[src/rtl/perf_checkpoint_monitor.sv]
// Cycle-count monitor for firmware checkpoint words on the user GPIO pads.
// Measures START->END time in kilocycles and flags a watchdog expiry.
module perf_checkpoint_monitor #(
  parameter logic [15:0] START_CODE    = 16'hA000,
  parameter logic [15:0] END_CODE      = 16'hAB00,
  parameter int          PRESCALE      = 1000,
  parameter int          TIMEOUT_KC    = 150,
  parameter int          KC_WIDTH      = 32,
  parameter int          STABLE_CYCLES = 2
) (
  input  logic                clock,
  input  logic                resetb,
  input  logic [15:0]         checkbits,
  input  logic                enable,
  input  logic                clear,
  output logic                running,
  output logic                done,
  output logic                timeout,
  output logic                done_pulse,
  output logic [KC_WIDTH-1:0] kcycles,
  output logic [9:0]          subcycles
);

  localparam int                  RUN_W    = $clog2(STABLE_CYCLES + 1);
  localparam logic [RUN_W-1:0]    RUN_MAX  = RUN_W'(STABLE_CYCLES);
  localparam logic [RUN_W-1:0]    RUN_ONE  = RUN_W'(1);
  localparam logic [9:0]          SUB_MAX  = 10'(PRESCALE - 1);
  localparam logic [KC_WIDTH-1:0] WD_LIMIT = KC_WIDTH'(TIMEOUT_KC);
  localparam logic [KC_WIDTH-1:0] KC_ONE   = KC_WIDTH'(1);

  typedef enum logic [1:0] {
    ST_IDLE = 2'd0,
    ST_RUN  = 2'd1,
    ST_DONE = 2'd2,
    ST_TOUT = 2'd3
  } state_t;

  function automatic logic [KC_WIDTH-1:0] sat_inc(input logic [KC_WIDTH-1:0] v);
    return (v == {KC_WIDTH{1'b1}}) ? v : v + KC_ONE;
  endfunction

  logic [15:0]      ckpt_p0, ckpt_p1, cand_p2;
  logic [RUN_W-1:0] run_cnt_p2;
  logic [RUN_W-1:0] run_nxt;
  logic             same, accept, start_acc, end_acc;

  state_t              state;
  logic [9:0]          wd_sub;
  logic [KC_WIDTH-1:0] wd_kc;
  logic                wd_expire, counting;

  // Stage p0/p1: two-flop synchronizer; keeps tracking the pads even when disabled.
  always_ff @(posedge clock or negedge resetb) begin
    if (!resetb) begin
      ckpt_p0 <= '0;
      ckpt_p1 <= '0;
    end else begin
      ckpt_p0 <= checkbits;
      ckpt_p1 <= ckpt_p0;
    end
  end

  // Stage p2: stability filter; a run of equal samples fires exactly once.
  always_comb begin
    same = (ckpt_p1 == cand_p2);
    if (!same)
      run_nxt = RUN_ONE;
    else if (run_cnt_p2 == RUN_MAX)
      run_nxt = RUN_MAX;
    else
      run_nxt = run_cnt_p2 + RUN_ONE;
    accept    = (run_nxt == RUN_MAX) && !(same && (run_cnt_p2 == RUN_MAX));
    start_acc = accept && (ckpt_p1 == START_CODE);
    end_acc   = accept && (ckpt_p1 == END_CODE);
  end

  always_ff @(posedge clock or negedge resetb) begin
    if (!resetb) begin
      cand_p2    <= '0;
      run_cnt_p2 <= '0;
    end else begin
      cand_p2    <= ckpt_p1;
      run_cnt_p2 <= run_nxt;
    end
  end

  // Watchdog expires on the edge where its kilocycle count would reach the limit.
  always_comb begin
    counting  = (state == ST_IDLE) || (state == ST_RUN);
    wd_expire = (wd_kc >= WD_LIMIT) ||
                ((wd_sub == SUB_MAX) && (wd_kc == WD_LIMIT - KC_ONE));
  end

  always_ff @(posedge clock or negedge resetb) begin
    if (!resetb) begin
      state      <= ST_IDLE;
      running    <= 1'b0;
      done       <= 1'b0;
      timeout    <= 1'b0;
      done_pulse <= 1'b0;
      kcycles    <= '0;
      subcycles  <= '0;
      wd_sub     <= '0;
      wd_kc      <= '0;
    end else begin
      done_pulse <= 1'b0;
      if (clear) begin
        state     <= ST_IDLE;
        running   <= 1'b0;
        done      <= 1'b0;
        timeout   <= 1'b0;
        kcycles   <= '0;
        subcycles <= '0;
        wd_sub    <= '0;
        wd_kc     <= '0;
      end else if (enable) begin
        if (counting) begin
          if (subcycles == SUB_MAX) begin
            subcycles <= '0;
            kcycles   <= sat_inc(kcycles);
          end else begin
            subcycles <= subcycles + 10'd1;
          end
          if (wd_sub == SUB_MAX) begin
            wd_sub <= '0;
            wd_kc  <= sat_inc(wd_kc);
          end else begin
            wd_sub <= wd_sub + 10'd1;
          end
        end
        // Later assignments below override the free-running count above.
        case (state)
          ST_IDLE: begin
            if (wd_expire) begin
              state     <= ST_TOUT;
              timeout   <= 1'b1;
              kcycles   <= kcycles;
              subcycles <= subcycles;
            end else if (start_acc) begin
              state     <= ST_RUN;
              running   <= 1'b1;
              kcycles   <= '0;
              subcycles <= '0;
            end
          end
          ST_RUN: begin
            if (end_acc) begin
              state      <= ST_DONE;
              running    <= 1'b0;
              done       <= 1'b1;
              done_pulse <= 1'b1;
              kcycles    <= kcycles;
              subcycles  <= subcycles;
            end else if (wd_expire) begin
              state     <= ST_TOUT;
              running   <= 1'b0;
              timeout   <= 1'b1;
              kcycles   <= kcycles;
              subcycles <= subcycles;
            end else if (start_acc) begin
              kcycles   <= '0;
              subcycles <= '0;
            end
          end
          default: ;
        endcase
      end
    end
  end

endmodule

[config.mk]
export PLATFORM = sky130hd
export DESIGN_NAME = perf_checkpoint_monitor
export DESIGN_NICKNAME = d
export VERILOG_FILES = /design/src/rtl/perf_checkpoint_monitor.sv
export SDC_FILE = /design/constraint.sdc
export NUM_CORES = 1
export LEC_CHECK = 0
export BUFFER_PORTS_ARGS = -buffer_cell sky130_fd_sc_hd__buf_2
export CAP_MARGIN = 20
export CORE_MARGIN = 2
export CORE_UTILIZATION = 23
export DETAILED_ROUTE_END_ITERATION = 12
export PLACE_DENSITY_LB_ADDON = 0.08
export SETUP_SLACK_MARGIN = 0.02
export SLEW_MARGIN = 20
export SYNTH_ARGS = -nofsm -noshare
export SYNTH_HDL_FRONTEND = slang
export SYNTH_SLANG_ARGS = --single-unit
[constraint.sdc]
create_clock -name clock -period 2.9 [get_ports clock]
set_clock_uncertainty 0.1 [all_clocks]
set_input_delay 0.435 -clock clock [delete_from_list [all_inputs] [get_ports clock]]
set_output_delay 0.435 -clock clock [all_outputs]
set_load 0.02 [all_outputs]
# [Yosys cells after proc, flatten, opt, wreduce, memory -nomap -nowiden]
# Index checks and enable logic that the tools add are counted.
[op_classes] n_addsub=5 order_cmp=1 n_eq_ne=17 mux=55 n_reduce_logical=22
[ops] cell="$mux 32" n=13
[ops] cell="$mux 10" n=11
[ops] cell="$add 32x1->32 const B" n=2
[ops] cell="$eq 32x32->1 const B" n=2
[ops] cell="$pmux 32 s2" n=1
[ops] cell="$eq 16x16->1 const B" n=2
[ops] cell="$eq 32x8->1 const B" n=1
[ops] cell="$ge 32x8->1 const B" n=1
[ops] cell="$add 10x1->10 const B" n=2
[ops] cell="$eq 10x10->1 const B" n=2
[ops] cell="$pmux 10 s2" n=1
[ops] cell="$mux 1" n=18
[ops] cell="$eq 16x16->1" n=1
[ops] cell="$mux 2" n=8
[ops] cell="$reduce_bool 2->1" n=5
[ops] cell="$ne 3x3->1 const B" n=3
[ops] cell="$ne 4x4->1 const B" n=2
[ops] cell="$reduce_and 4->1" n=2
[ops] cell="$reduce_and 3->1" n=2
[ops] cell="$logic_and 1x1->1" n=5
[ops] cell="$reduce_and 5->1" n=1
[ops] cell="$eq 2x2->1 const B" n=2
[ops] cell="$pmux 1 s2" n=2
[ops] cell="$pmux 2 s2" n=1
[ops] cell="8 further kinds" n=10
[word_totals] reg_bits=140 input_bits=20 output_inout_bits=46 elab_cells=113

# [Depth between registers and ports, before layout]
[logic_depth] ltp_word=12 ltp_mapped=11 ltp_nobuf=9

# [Worst setup path before layout]
# Ideal clock, no wire load.
[synth_path] kind="register -> register" from="register run_cnt_p2[1]" to="register subcycles[5]" setup_ns=0.135 t_arrival_ns=2.396 required_time_ns=2.665 slack_ns=0.269 path_stages_with_launch=10 path_buffers=1 synth_period_minus_slack_ns=2.631 path_cell_list="dfrtp_1 -> inv_1 -> ha_1 -> nor4b_1 -> nand4_1 -> or4_1 -> o31ai_1 -> or2_0 -> buf_2 -> o41ai_1"
[synth_between] elab_chain_len=12 elab_cells_between_ends=18 classes_between="1 x add/sub; 3 x eq/ne; 8 x mux; 6 x reduce/logical"
[synth_rtl] item="start, declared" line="43" source="logic [RUN_W-1:0] run_cnt_p2;"
[synth_rtl] item="start signal, assigned" line="83" source="run_cnt_p2 <= run_nxt;"
[synth_rtl] item="$add 2x1->2 / $eq 2x2->1 (equally long branches)" line="71, 68, 72"
[synth_rtl] item="$mux 2" line="68" source="else if (run_cnt_p2 == RUN_MAX)"
[synth_rtl] item="$mux 2" line="66" source="if (!same)"
[synth_rtl] item="$eq 2x2->1" line="72" source="accept = (run_nxt == RUN_MAX) && !(same && (run_cnt_p2 == RUN_MAX));"
[synth_rtl] item="$logic_and 1x1->1 *" line="72"
[synth_rtl] item="$logic_and 1x1->1" line="73" source="start_acc = accept && (ckpt_p1 == START_CODE);"
[synth_rtl] item="$mux 10" line="139, 160"
[synth_rtl] item="$mux 10" line="134" source="if (wd_expire) begin"
[synth_rtl] item="$mux 10" line="147" source="if (end_acc) begin"
[synth_rtl] item="$pmux 10 s2" line="132" source="case (state)"
[synth_rtl] item="$mux 10" line="116" source="end else if (enable) begin"
[synth_rtl] item="$mux 10" line="107" source="if (clear) begin"
[synth_rtl] item="end signal, assigned" line="122" source="subcycles <= subcycles + 10'd1;"
[synth_rtl] item="end signal, assigned" line="138" source="subcycles <= subcycles;"
[synth_rtl] item="end signal, assigned" line="153" source="subcycles <= subcycles;"
[synth_rtl] item="end, declared" line="21" source="output logic [9:0] subcycles"
# Every way passes the cells marked *; elsewhere a longest branch is shown, timed or not. The select of a mux whose other input is x is not followed.
# A chain may end at the register's enable or synchronous reset.

# [Worst setup path in the final report]
[layout_path] from="register wd_sub[0]" to="register subcycles[4]"
[layout_between] elab_chain_len=8
[layout_rtl] item="start, declared" line="48" source="logic [9:0] wd_sub;"
[layout_rtl] item="start signal, assigned" line="128" source="wd_sub <= wd_sub + 10'd1;"
[layout_rtl] item="$eq 10x10->1 *" line="91" source="((wd_sub == SUB_MAX) && (wd_kc == WD_LIMIT - KC_ONE));"
[layout_rtl] item="$logic_and 1x1->1 *" line="91"
[layout_rtl] item="$logic_or 1x1->1 *" line="90" source="wd_expire = (wd_kc >= WD_LIMIT) ||"
[layout_rtl] item="$mux 10 *"
[layout_rtl] item="$mux 10"
[layout_rtl] item="$pmux 10 s2 *"
[layout_rtl] item="$mux 10 * (2 in a row)"
# Marked as above.

==> metrics.cfg <==
[run_status]
status=finished clean

[cells_and_area]
nets=753
fillerInstances=2944
final_util_pct=29.1
drive_gt1_share_pct=18.2
syn_to_final_growth_pct=25.3
antenna_cells=0

[critical_path]
path_max_fanout=5
required_ns=3.13
critical-path-top-delay-family=compound AO/OA/AOI/OAI gates
cp_slowest_cell=or4_1
path_cells=ha_1 > inv_1 > nor3_1 > a311o_1 > a211oi_4 > buf_4 > nand2_1 > or4_1 > o221ai_1
end_kind=flip-flop
cp.arrival_ns=2.90
crit_buf_inv=2
path_class=reg2reg
cp_slowest_stage_delay_ns=0.53
cp-start-kind=flip-flop

[die]
rows=61
io_pins=66
core_um2=27600
initial_core_util_pct=23.2
die_h_um=171
die-width_um=171
dieArea_um2=29300

[global_routing]
grt_pass1_vias=5138
grt_usage_pct=12.3
grt_max_degree=76
grt_overflow=0
antenna_found_initial=0
grt_pass1_wl_mm=28.2

[logic_synthesis]
yosysTopAreaCell=dfrtp_1
synth_area_leaders=dfrtp_1 55%, xor2_1 5.5%, or3_1 3.9%
synth_seq_area_share_pct=54.6
synth_seq_cells=140
synthFlopType=dfrtp_1
synth_fp_nets=660
syn-instance-count=632
syn_area_um2=6420
async_flop_share_pct=100
synth_edf_count=0
syn_avg_cell_area_um2=10.2
netlist.area_leader.share_pct=54.6
yosysWarnings=0
synth.distinct_cells=53

[drt]
first_pass_iters=6
via_per_inst=4.59
route.detailed.drc=0
ant_nets=0
wl_per_cell_um=15.1
vias=5120
routed_wl_mm=16.9
drtIter0Drc=206

[sta]
final_hold_viol_count=0
fmax_ghz=0.375
slew_violations=0
hold_ws_ns=0.0196
post-route-period-util_pct=92.1
worst_pin_slew_ns=0.736
rsz0062_at_grt=no
setup_violations=0
min_period_ns=2.67
slew_headroom_pct=51.0
final.setup.tns_ns=0

[clock_tree]
cts_made_buffers=17
cts_root_buf=clkbuf_16
worstSkewPairLatency_ns=0.43
htree_levels=4
cts.sink_count=140
cts_buffer_depth=2
cts_tree=done
clk_pin_slew_ns=0.06
post_cts_buffers=0

[power]
powerDensity_nw_per_um2=552
p_total_w=0.00444
leakage_nw=3.44
ir_worst_vdd_v=0.000262

[placed_design]
port_buffers=65
dp.final_hpwl_mm=11.7
gp_congestion=0.742

[run]
max_cap_viol_count=0

[worst_hold_path]
min-delay-path-class=in2reg

layout make-up:
class / count / area [um^2] / area share (%)
Clock buffer: 18 / 429 / 5.34
Clock inverter: 14 / 163 / 2.02
Inverter: 13 / 48.8 / 0.607
Multi-Input combinational cell: 451 / 2760 / 34.3
Sequential cell: 140 / 3500 / 43.6
Tap cell: 378 / 473 / 5.88
Timing Repair Buffer: 102 / 669 / 8.32
cell families (layout without fill, tap and decap cells):
logic type      after synthesis  after routing  synth area share (%)
simple gates                279            279                  23.7
fa+ha+maj                     8              8                  1.56
mux                           3              3                 0.487
flops                       140            140                  54.6
xor+xnor                     49             49                  6.69
compound gates              112            112                  10.3
buf+inv                      41            147                  2.71
per-stage QoR:
| step | std cells | setup slack [ns] | area [um^2] |
|---|---|---|---|
| after global routing | 1116 | 0.0466 | 8040 |
| after floorplan | 632 | 0.269 | 6420 |
| after global placement | 1075 | 0.117 | 7340 |
| after CTS | 1115 | 0.0202 | 8020 |
| final | 1116 | 0.230 | 8040 |
| after detailed placement | 1075 | 0.0282 | 7340 |
cells in the final DEF (no fill, tap or decap), types with 13 or more instances in the layout:
master     count
buf_2         64
or3_1         40
clkbuf_16     17
nor4_1        15
nand2_1       33
o21ai_0       42
nand3_1       34
nand4_1       34
dfrtp_1      140
a21oi_1       45
inv_1         13
xor2_1        40
and3_1        17
nor2_1        58
buf_4         25
metal layers:
layer / part of all wire (%) / vias to the layer above / track usage [%] / routed length (um)
met4: 1.3 / 0 / 4.13 / 226
met3: 4.3 / 16 / 2.66 / 723
met5: 0 / - / 0 / 0
met1: 48 / 2514 / 16.6 / 8020
met2: 47 / 115 / 19.7 / 7890
li1: - / 2475 / - / -
sequential cells by signal, summed over array words and instances, names as in the netlist:
signal,cells
cand_p2,16
ckpt_p0,16
ckpt_p1,16
done,1
done_pulse,1
kcycles,32
run_cnt_p2,2
running,1
state,2
subcycles,10
timeout,1
wd_kc,32
wd_sub,10
cells in the mapped netlist (2+ instances only):
cell	instances
dfrtp_1	140
nor2_1	58
a21oi_1	45
o21ai_0	42
or3_1	40
xor2_1	40
nand3_1	34
nand4_1	34
nand2_1	33
clkbuf_1	20
and3_1	17
nor4_1	17
inv_1	13
xnor2_1	9
ha_1	8
nor3_1	8
and4_1	6
nor2b_1	6
o31ai_1	6
and2_1	4
buf_2	4
nand2b_1	3
or2_2	3
or4_1	3
a211o_1	2
a21o_1	2
buf_4	2
mux2i_1	2
nand3b_1	2
nand4b_1	2
nand4bb_1	2
nor3b_1	2
o21a_1	2
o41ai_1	2
where the power goes:
group | total [W] | leakage [nW] | switching (W) | internal, W
Clock | 0.00221 | 0.287 | 0.000922 | 0.00129
Sequential | 0.00204 | 1.83 | 0.0000389 | 0.00200
Combinational | 0.000194 | 1.32 | 0.000123 | 0.0000707
Total | 0.00444 | 3.44 | 0.00108 | 0.00336
repair_timing:
action	CTS	global route
hold endpoints to repair	54	1
setup endpoints to repair	0	8
hold buffers	8	1
resized for setup	0	4
path summary, 6_finish.rpt:
path | depth (start not counted) | to | start | slack (ns)
worst max-delay path | 9 | subcycles[4] | wd_sub[0] | 0.23
worst min-delay path | 1 | ckpt_p0[3] | checkbits[3] | 0.02
worst max register to register | 9 | subcycles[4] | wd_sub[0] | 0.23
worst min register to register | 0 | ckpt_p1[12] | ckpt_p0[12] | 0.25
max in group asynchronous | 3 | subcycles[0] | resetb | 1.46
min in group asynchronous | 2 | kcycles[18] | resetb | 0.49
(Power assumes the default switching activity.)
